**config.mk**
```make
export PLATFORM = sky130hd
export DESIGN_NAME = shift_reg_ser_to_par
export DESIGN_NICKNAME = d
export VERILOG_FILES = /design/src/rtl/shift_reg_ser_to_par.sv
export SDC_FILE = /design/constraint.sdc
export NUM_CORES = 1
export LEC_CHECK = 0
export BUFFER_PORTS_ARGS = -buffer_cell sky130_fd_sc_hd__buf_2
export CAP_MARGIN = 20
export CORE_UTILIZATION = 45
export CTS_BUF_LIST = sky130_fd_sc_hd__clkbuf_4 sky130_fd_sc_hd__clkbuf_8
export DETAILED_ROUTE_END_ITERATION = 12
export PLACE_DENSITY_LB_ADDON = 0.08
export SYNTH_ARGS = -nofsm -noshare
export SYNTH_HDL_FRONTEND = slang
export SYNTH_SLANG_ARGS = --single-unit
```
**constraint.sdc**
```tcl
create_clock -name clk -period 2.2 [get_ports clk]
set_clock_uncertainty 0.2 [all_clocks]
set_input_delay 0.44 -clock clk [delete_from_list [all_inputs] [get_ports clk]]
set_output_delay 0.44 -clock clk [all_outputs]
set_load 0.02 [all_outputs]
```
**src/rtl/shift_reg_ser_to_par.sv**
```systemverilog
// shift_reg_ser_to_par: framed MSB-first serial-to-parallel receiver; define SER_TO_PAR_PARITY_EN for an even-parity bit after each word.
module shift_reg_ser_to_par #(
  parameter int WIDTH = 8
) (
  input  logic             clk,
  input  logic             rst,
  input  logic             ena,
  input  logic             sync,
  input  logic             data_in,
  output logic [WIDTH-1:0] data_out,
  output logic             valid,
  output logic             busy,
  output logic             frame_err,
  output logic             parity_err
);
  localparam int CW = $clog2(WIDTH + 2);
`ifdef SER_TO_PAR_PARITY_EN
  localparam int FRAME = WIDTH + 1;
`else
  localparam int FRAME = WIDTH;
`endif
  typedef enum logic {IDLE, SHIFT} state_t;
  state_t           state_q, state_d;
  logic [CW-1:0]    cnt_q, cnt_d;
  logic [WIDTH-1:0] sr_q, sr_d, dout_q, dout_d, shifted;
  logic             valid_q, valid_d, ferr_q, ferr_d, perr_q, perr_d;
`ifdef SER_TO_PAR_PARITY_EN
  logic             par_q, par_d;
`endif
  assign shifted = {sr_q[WIDTH-2:0], data_in};
  always_comb begin
    state_d = state_q;
    cnt_d   = cnt_q;
    sr_d    = sr_q;
    dout_d  = dout_q;
    valid_d = 1'b0;
    ferr_d  = 1'b0;
    perr_d  = 1'b0;
`ifdef SER_TO_PAR_PARITY_EN
    par_d   = par_q;
`endif
    if (ena && sync) begin
      state_d = SHIFT;
      cnt_d   = CW'(1);
      sr_d    = shifted;
      ferr_d  = (state_q == SHIFT);
`ifdef SER_TO_PAR_PARITY_EN
      par_d   = data_in;
`endif
    end else if (ena && state_q == SHIFT) begin
      cnt_d = cnt_q + CW'(1);
`ifdef SER_TO_PAR_PARITY_EN
      par_d = par_q ^ data_in;
      // the parity bit is checked but never enters the data word
      sr_d  = (cnt_q == CW'(WIDTH)) ? sr_q : shifted;
`else
      sr_d  = shifted;
`endif
      if (cnt_q == CW'(FRAME - 1)) begin
        state_d = IDLE;
        cnt_d   = '0;
        valid_d = 1'b1;
        dout_d  = sr_d;
`ifdef SER_TO_PAR_PARITY_EN
        perr_d  = par_d;
`endif
      end
    end
  end
  always_ff @(posedge clk or negedge rst) begin
    if (!rst) begin
      state_q <= IDLE;
      cnt_q   <= '0;
      sr_q    <= '0;
      dout_q  <= '0;
      valid_q <= 1'b0;
      ferr_q  <= 1'b0;
      perr_q  <= 1'b0;
`ifdef SER_TO_PAR_PARITY_EN
      par_q   <= 1'b0;
`endif
    end else begin
      state_q <= state_d;
      cnt_q   <= cnt_d;
      sr_q    <= sr_d;
      dout_q  <= dout_d;
      valid_q <= valid_d;
      ferr_q  <= ferr_d;
      perr_q  <= perr_d;
`ifdef SER_TO_PAR_PARITY_EN
      par_q   <= par_d;
`endif
    end
  end
  assign data_out   = dout_q;
  assign valid      = valid_q;
  assign busy       = (state_q == SHIFT);
  assign frame_err  = ferr_q;
  assign parity_err = perr_q;
endmodule

```
=== After elaboration in Yosys (flattened, before gate mapping) ===
Index checks and enable logic that the tools add are counted.

* Flip-flop bits (word level): 22
* Bits in read-only memories: 0
* RAM bits: 0
* Output and inout bits: 12
* Logic and storage cells: 27
* Input bits: 5
* Bits in latches: 0
* Memories: 0

* Multiplexer cells: 12
* Shift operators: 0
* Bitwise operators: 1
* Reductions and logical operators: 6
* Multiply operators: 0
* Divide/modulo/power cells: 0
* Order comparisons: 0
* Add/subtract/negate cells: 1
* Equal/unequal tests: 1

{| class="wikitable"
|+ Operators with widths
! cell !! count
|-
| 2-to-1 mux 7 bit || 2
|-
| 2-to-1 mux 4 bit || 3
|-
| 2-to-1 mux 1 bit || 7
|-
| adder 4 x 1 -> 4 bit (second input constant) || 1
|-
| equality test 4 x 3 -> 1 bit (second input constant) || 1
|-
| nonzero test 2 bit || 2
|-
| AND reduction 3 bit || 1
|-
| logical AND 1 bit || 2
|-
| AND reduction 2 bit || 1
|-
| NOT 1 bit || 1
|}

=== Logic depth before layout (Yosys ltp) ===
* Word-level depth: 4
* Depth in mapped cells: 4
* Depth with buffers taken out: 4

=== Worst setup path before layout ===
OpenSTA, ideal clock, no wires.

* Kind: register -> register
* From: register state_q, in the netlist busy
* To: register dout_q[0], in the netlist data_out[0]
* Stages on the path, launching flop included: 5
* Clock period less this slack: 1635 ps
* Buffers on the path: 1
* Library setup time: 125 ps
* Slack: 565 ps
* Data required time: 1875 ps
* Arrival: 1310 ps
* Path through: dfrtp_1 buf_2 nand3b_4 nor2_8 mux2_4

* Cells in the longest elaborated chain, start to end: 2

{| class="wikitable"
|+ Ends and longest elaborated chain
! element !! line !! RTL
|-
| from (decl) || 23 || <nowiki>state_t state_q, state_d;</nowiki>
|-
| from (signal assigned) || 83 || <nowiki>state_q <= state_d;</nowiki>
|-
| logical AND 1 bit || 50 || <nowiki>end else if (ena && state_q == SHIFT) begin</nowiki>
|-
| AND reduction 3 bit (no source line) || -- ||
|-
| to (signal assigned) || 86 || <nowiki>dout_q <= dout_d;</nowiki>
|-
| to (decl) || 25 || <nowiki>logic [WIDTH-1:0] sr_q, sr_d, dout_q, dout_d, shifted;</nowiki>
|}

No other way between the ends.
A chain may end at the register's enable or synchronous reset.

=== Worst setup path after layout ===
* From: register state_q, in the netlist busy
* To: output port busy

{| class="wikitable"
|+ RTL lines
! element !! line !! RTL
|-
| to (decl) || 12 || <nowiki>output logic busy,</nowiki>
|}

No word-level cell between the ends.

==> key figures <==
Clock tree
  – Total of cells resized after clock tree synthesis: 0
  – Total of hold buffers inserted after clock tree synthesis: 1
  – Latest clock arrival within the worst-skew pair: 0.29 ns
  – Number of setup buffers added after CTS: 0
  – TritonCTS Buffers: 3
  – Clock sink total: 22
  – TritonCTS clock tree: yes
  – Root buffer selected by CTS: clkbuf_4
  – Clock-pin slew on the worst setup and hold paths: 0.12 ns
  – Maximum buffer depth of the clock tree: 2
  – Maximum level of the CTS H-tree: 1

Yosys
  – Summed instance area of the synthesized netlist: 971 um^2
  – FF+latch count, synth: 22
  – Instance count of the mapped netlist: between 60 and 70
  – Post-synth net total: 73
  – Portion of the post-synthesis area used by sequential elements: roughly 57%
  – Yosys cell types: 22
  – Average instance area after synthesis: 14.5 um^2
  – Synthesis Warnings: 0

Route
  – Average routed wire per standard cell: 14.1 um
  – Starting DRT DRC Count: 12
  – Remaining antenna violation count: 0
  – Detailed Route WL: 1560 um
  – Detailed-route DRC error count: 0
  – Number of vias in the routed layout: 562
  – DR pass1 iterations: 4
  – Vias per std cell: 5.06

Pwr
  – Internal Dissipation: 0.687 mW
  – Sequential share of power: 56.3%
  – PwrDens: 862 mW/mm^2
  – Reported net switching power: 0.268 mW
  – Leakage: 0.582 nW
  – Logic gate share of total power: 21.3%
  – Sw frac: 28.1%
  – Worst VDD drop: 528 uV
  – Relative contribution of the clock network to total power: 22.4%
  – Power after layout: about 0.96 mW

Run status
  – Run status: finished, final reports clean

STA
  – Minimum period implied by the final worst setup slack: 1.77 ns
  – Smallest setup slack after layout: 0.434 ns
  – Max Clk Rate: 0.566 GHz
  – Final worst-path cycle share: 80.3%
  – Worst hold-check slack: ~0.19 ns
  – Number of setup violations in the final report: 0
  – Final slew viol count: 0
  – Setup repair after global routing missed its margin: false
  – Hold Fails Final Rpt: 0
  – Fin Setup TNS: 0 ns

Die
  – Boundary Pins: 17
  – Core Region: 0.00200 mm^2
  – Count of standard-cell rows: 16
  – Initial core utilization: 48.5%
  – Die area: 0.00235 mm^2
  – Die H: a little under 50 um
  – Die X: 48.5 um

Global routing
  – Wire length of the first global-routing pass: 2630 um
  – Number of global-route vias before repair: 556
  – Overall global routing resource usage: 15.1%
  – Leftover overflow at the end of global routing: 0
  – Pin count of the biggest net entering global routing: 23
  – Initial antenna violation count: 0

Critical path
  – Reg-to-reg startpoint: cnt_q[1]
  – Slowest stage cell, crit path: dfrtp_1
  – Crit path buf inv count: 1
  – Critical-path maximum fanout: 11
  – Data arrival time of the worst path: roughly 1.1 ns
  – Critical Path End Type: output port
  – Cell-by-cell listing of the critical path: buf_2
  – Worst Setup Path Type: register to output port
  – CP top delay family: flip-flops
  – CP Launch Point: busy
  – Required time of the worst setup path: 1.56 ns
  – Largest incremental delay on the critical path: about 0.6 ns
  – Startpoint Class: register

Job
  – Maximum Capacitance Violations: 0

Final layout
  – Ratio of cells with drive above 1 in the final layout: 46.4%
  – Finished layout cell area: 0.00111 mm^2
  – Layout Area Growth over Synthesis: 14.2%
  – Diodes inserted: 0
  – Net count of the finished layout: 91

Placement
  – HPWL Detailed: 1110 um
  – Final weighted congestion in routability-driven placement: 0.849
  – Number of port buffers: 15
  – Placed instance area: 0.00106 mm^2
  – Worst slack at placement: approximately 0.50 ns

Hold path
  – Hold Crit Start: data_in
  – Class of the tightest hold or removal check: input pin to register
## state kept, by name (all words and copies together), names as in the netlist
name       cells
data_out       8
cnt_q          4
sr_q           7
valid          1
busy           1
frame_err      1
## routing by layer
metal / share of wire (%) / vias to the layer above / routed length (um) / global-route usage, %
met5: 0 / - / 0 / 0
li1: - / 270 / - / -
met3: 4.0 / 0 / 63 / 3.77
met4: 0 / 0 / 0 / 4.41
met2: 49 / 15 / 762 / 24.6
met1: 47 / 277 / 736 / 19.8
## cell usage after synthesis (all sizes together)
cell type  number  area, um^2
a21oi           1        5.00
a31oi           2        12.5
a41oi           1        8.76
and3            1        7.51
buf             3        17.5
conb            1        3.75
dfrtp          22         551
ha              1        12.5
inv             2        7.51
mux2           15         199
nand2           4        15.0
nand2b          1        6.26
nand3b          2        40.0
nand4b          1        8.76
nor2            1        20.0
nor2b           1        6.26
o21ai           6        33.8
o2bb2ai         1        8.76
o31ai           1        7.51
## metrics by stage
stage          util (%)  cells
2_1_floorplan         -     67
3_3_place_gp       53.1    106
3_5_place_dp       53.1    106
4_1_cts            55.4    111
5_1_grt            55.4    111
6_report           55.4    111
## cell usage in the layout, fill, tap and decap left out, drive strengths merged
| cell | instances |
|---|---|
| dfrtp | 22 |
| buf | 15 |
| mux2 | 15 |
| o21ai | 6 |
| nand2 | 4 |
| clkbuf | 4 |
| nand3b | 2 |
| inv | 2 |
| a31oi | 2 |
| and3 | 1 |
| nor2 | 1 |
| nand2b | 1 |
| a21oi | 1 |
| nor2b | 1 |
| o2bb2ai | 1 |
| nand4b | 1 |
| a41oi | 1 |
| o31ai | 1 |
| ha | 1 |
| conb | 1 |
| dlygate4sd3 | 1 |
## power groups by stage
stage / logic [mW] / registers (mW) / clock network (mW)
floorplan: 0.119 / 0.564 / 0
global placement: 0.199 / 0.544 / 0
detailed placement: 0.205 / 0.549 / 0
CTS: 0.207 / 0.540 / 0.227
global route: 0.220 / 0.551 / 0.240
finish: 0.203 / 0.538 / 0.214
## final timing paths
| kind | end | slack, ns | cells after the start |
|---|---|---|---|
| setup reg to reg | data_out[0] | 0.47 | 4 |
| hold / removal | sr_q[0] | 0.19 | 2 |
| hold reg to reg | data_out[7] | 0.32 | 1 |
| max in group asynchronous | sr_q[2] | 1.07 | 2 |
| setup / recovery | busy | 0.43 | 1 |
| min in group asynchronous | frame_err | 0.41 | 2 |
## cells by family (layout without fill, tap and decap cells)
kind of cell / count (synthesis) / in the layout / share of synthesized area, %
DFF: 22 / 22 / 56.7
muxes: 15 / 15 / 20.5
AOI/OAI and AO/OA: 12 / 12 / 7.86
and+or+nand+nor: 11 / 11 / 10.7
buffers and inverters: 5 / 22 / 2.58
adders and majority gates: 1 / 1 / 1.29
other: 1 / 1 / 0.386
## layout make-up
type,instances,area (um^2)
inverters,2,7.51
fillers,179,893
flip-flops and latches,22,551
repair buffers,16,85.1
clock buffers,4,36.3
well taps,27,33.8
multi-input cells,40,395
No activity file was read; power rests on OpenSTA's default activity.
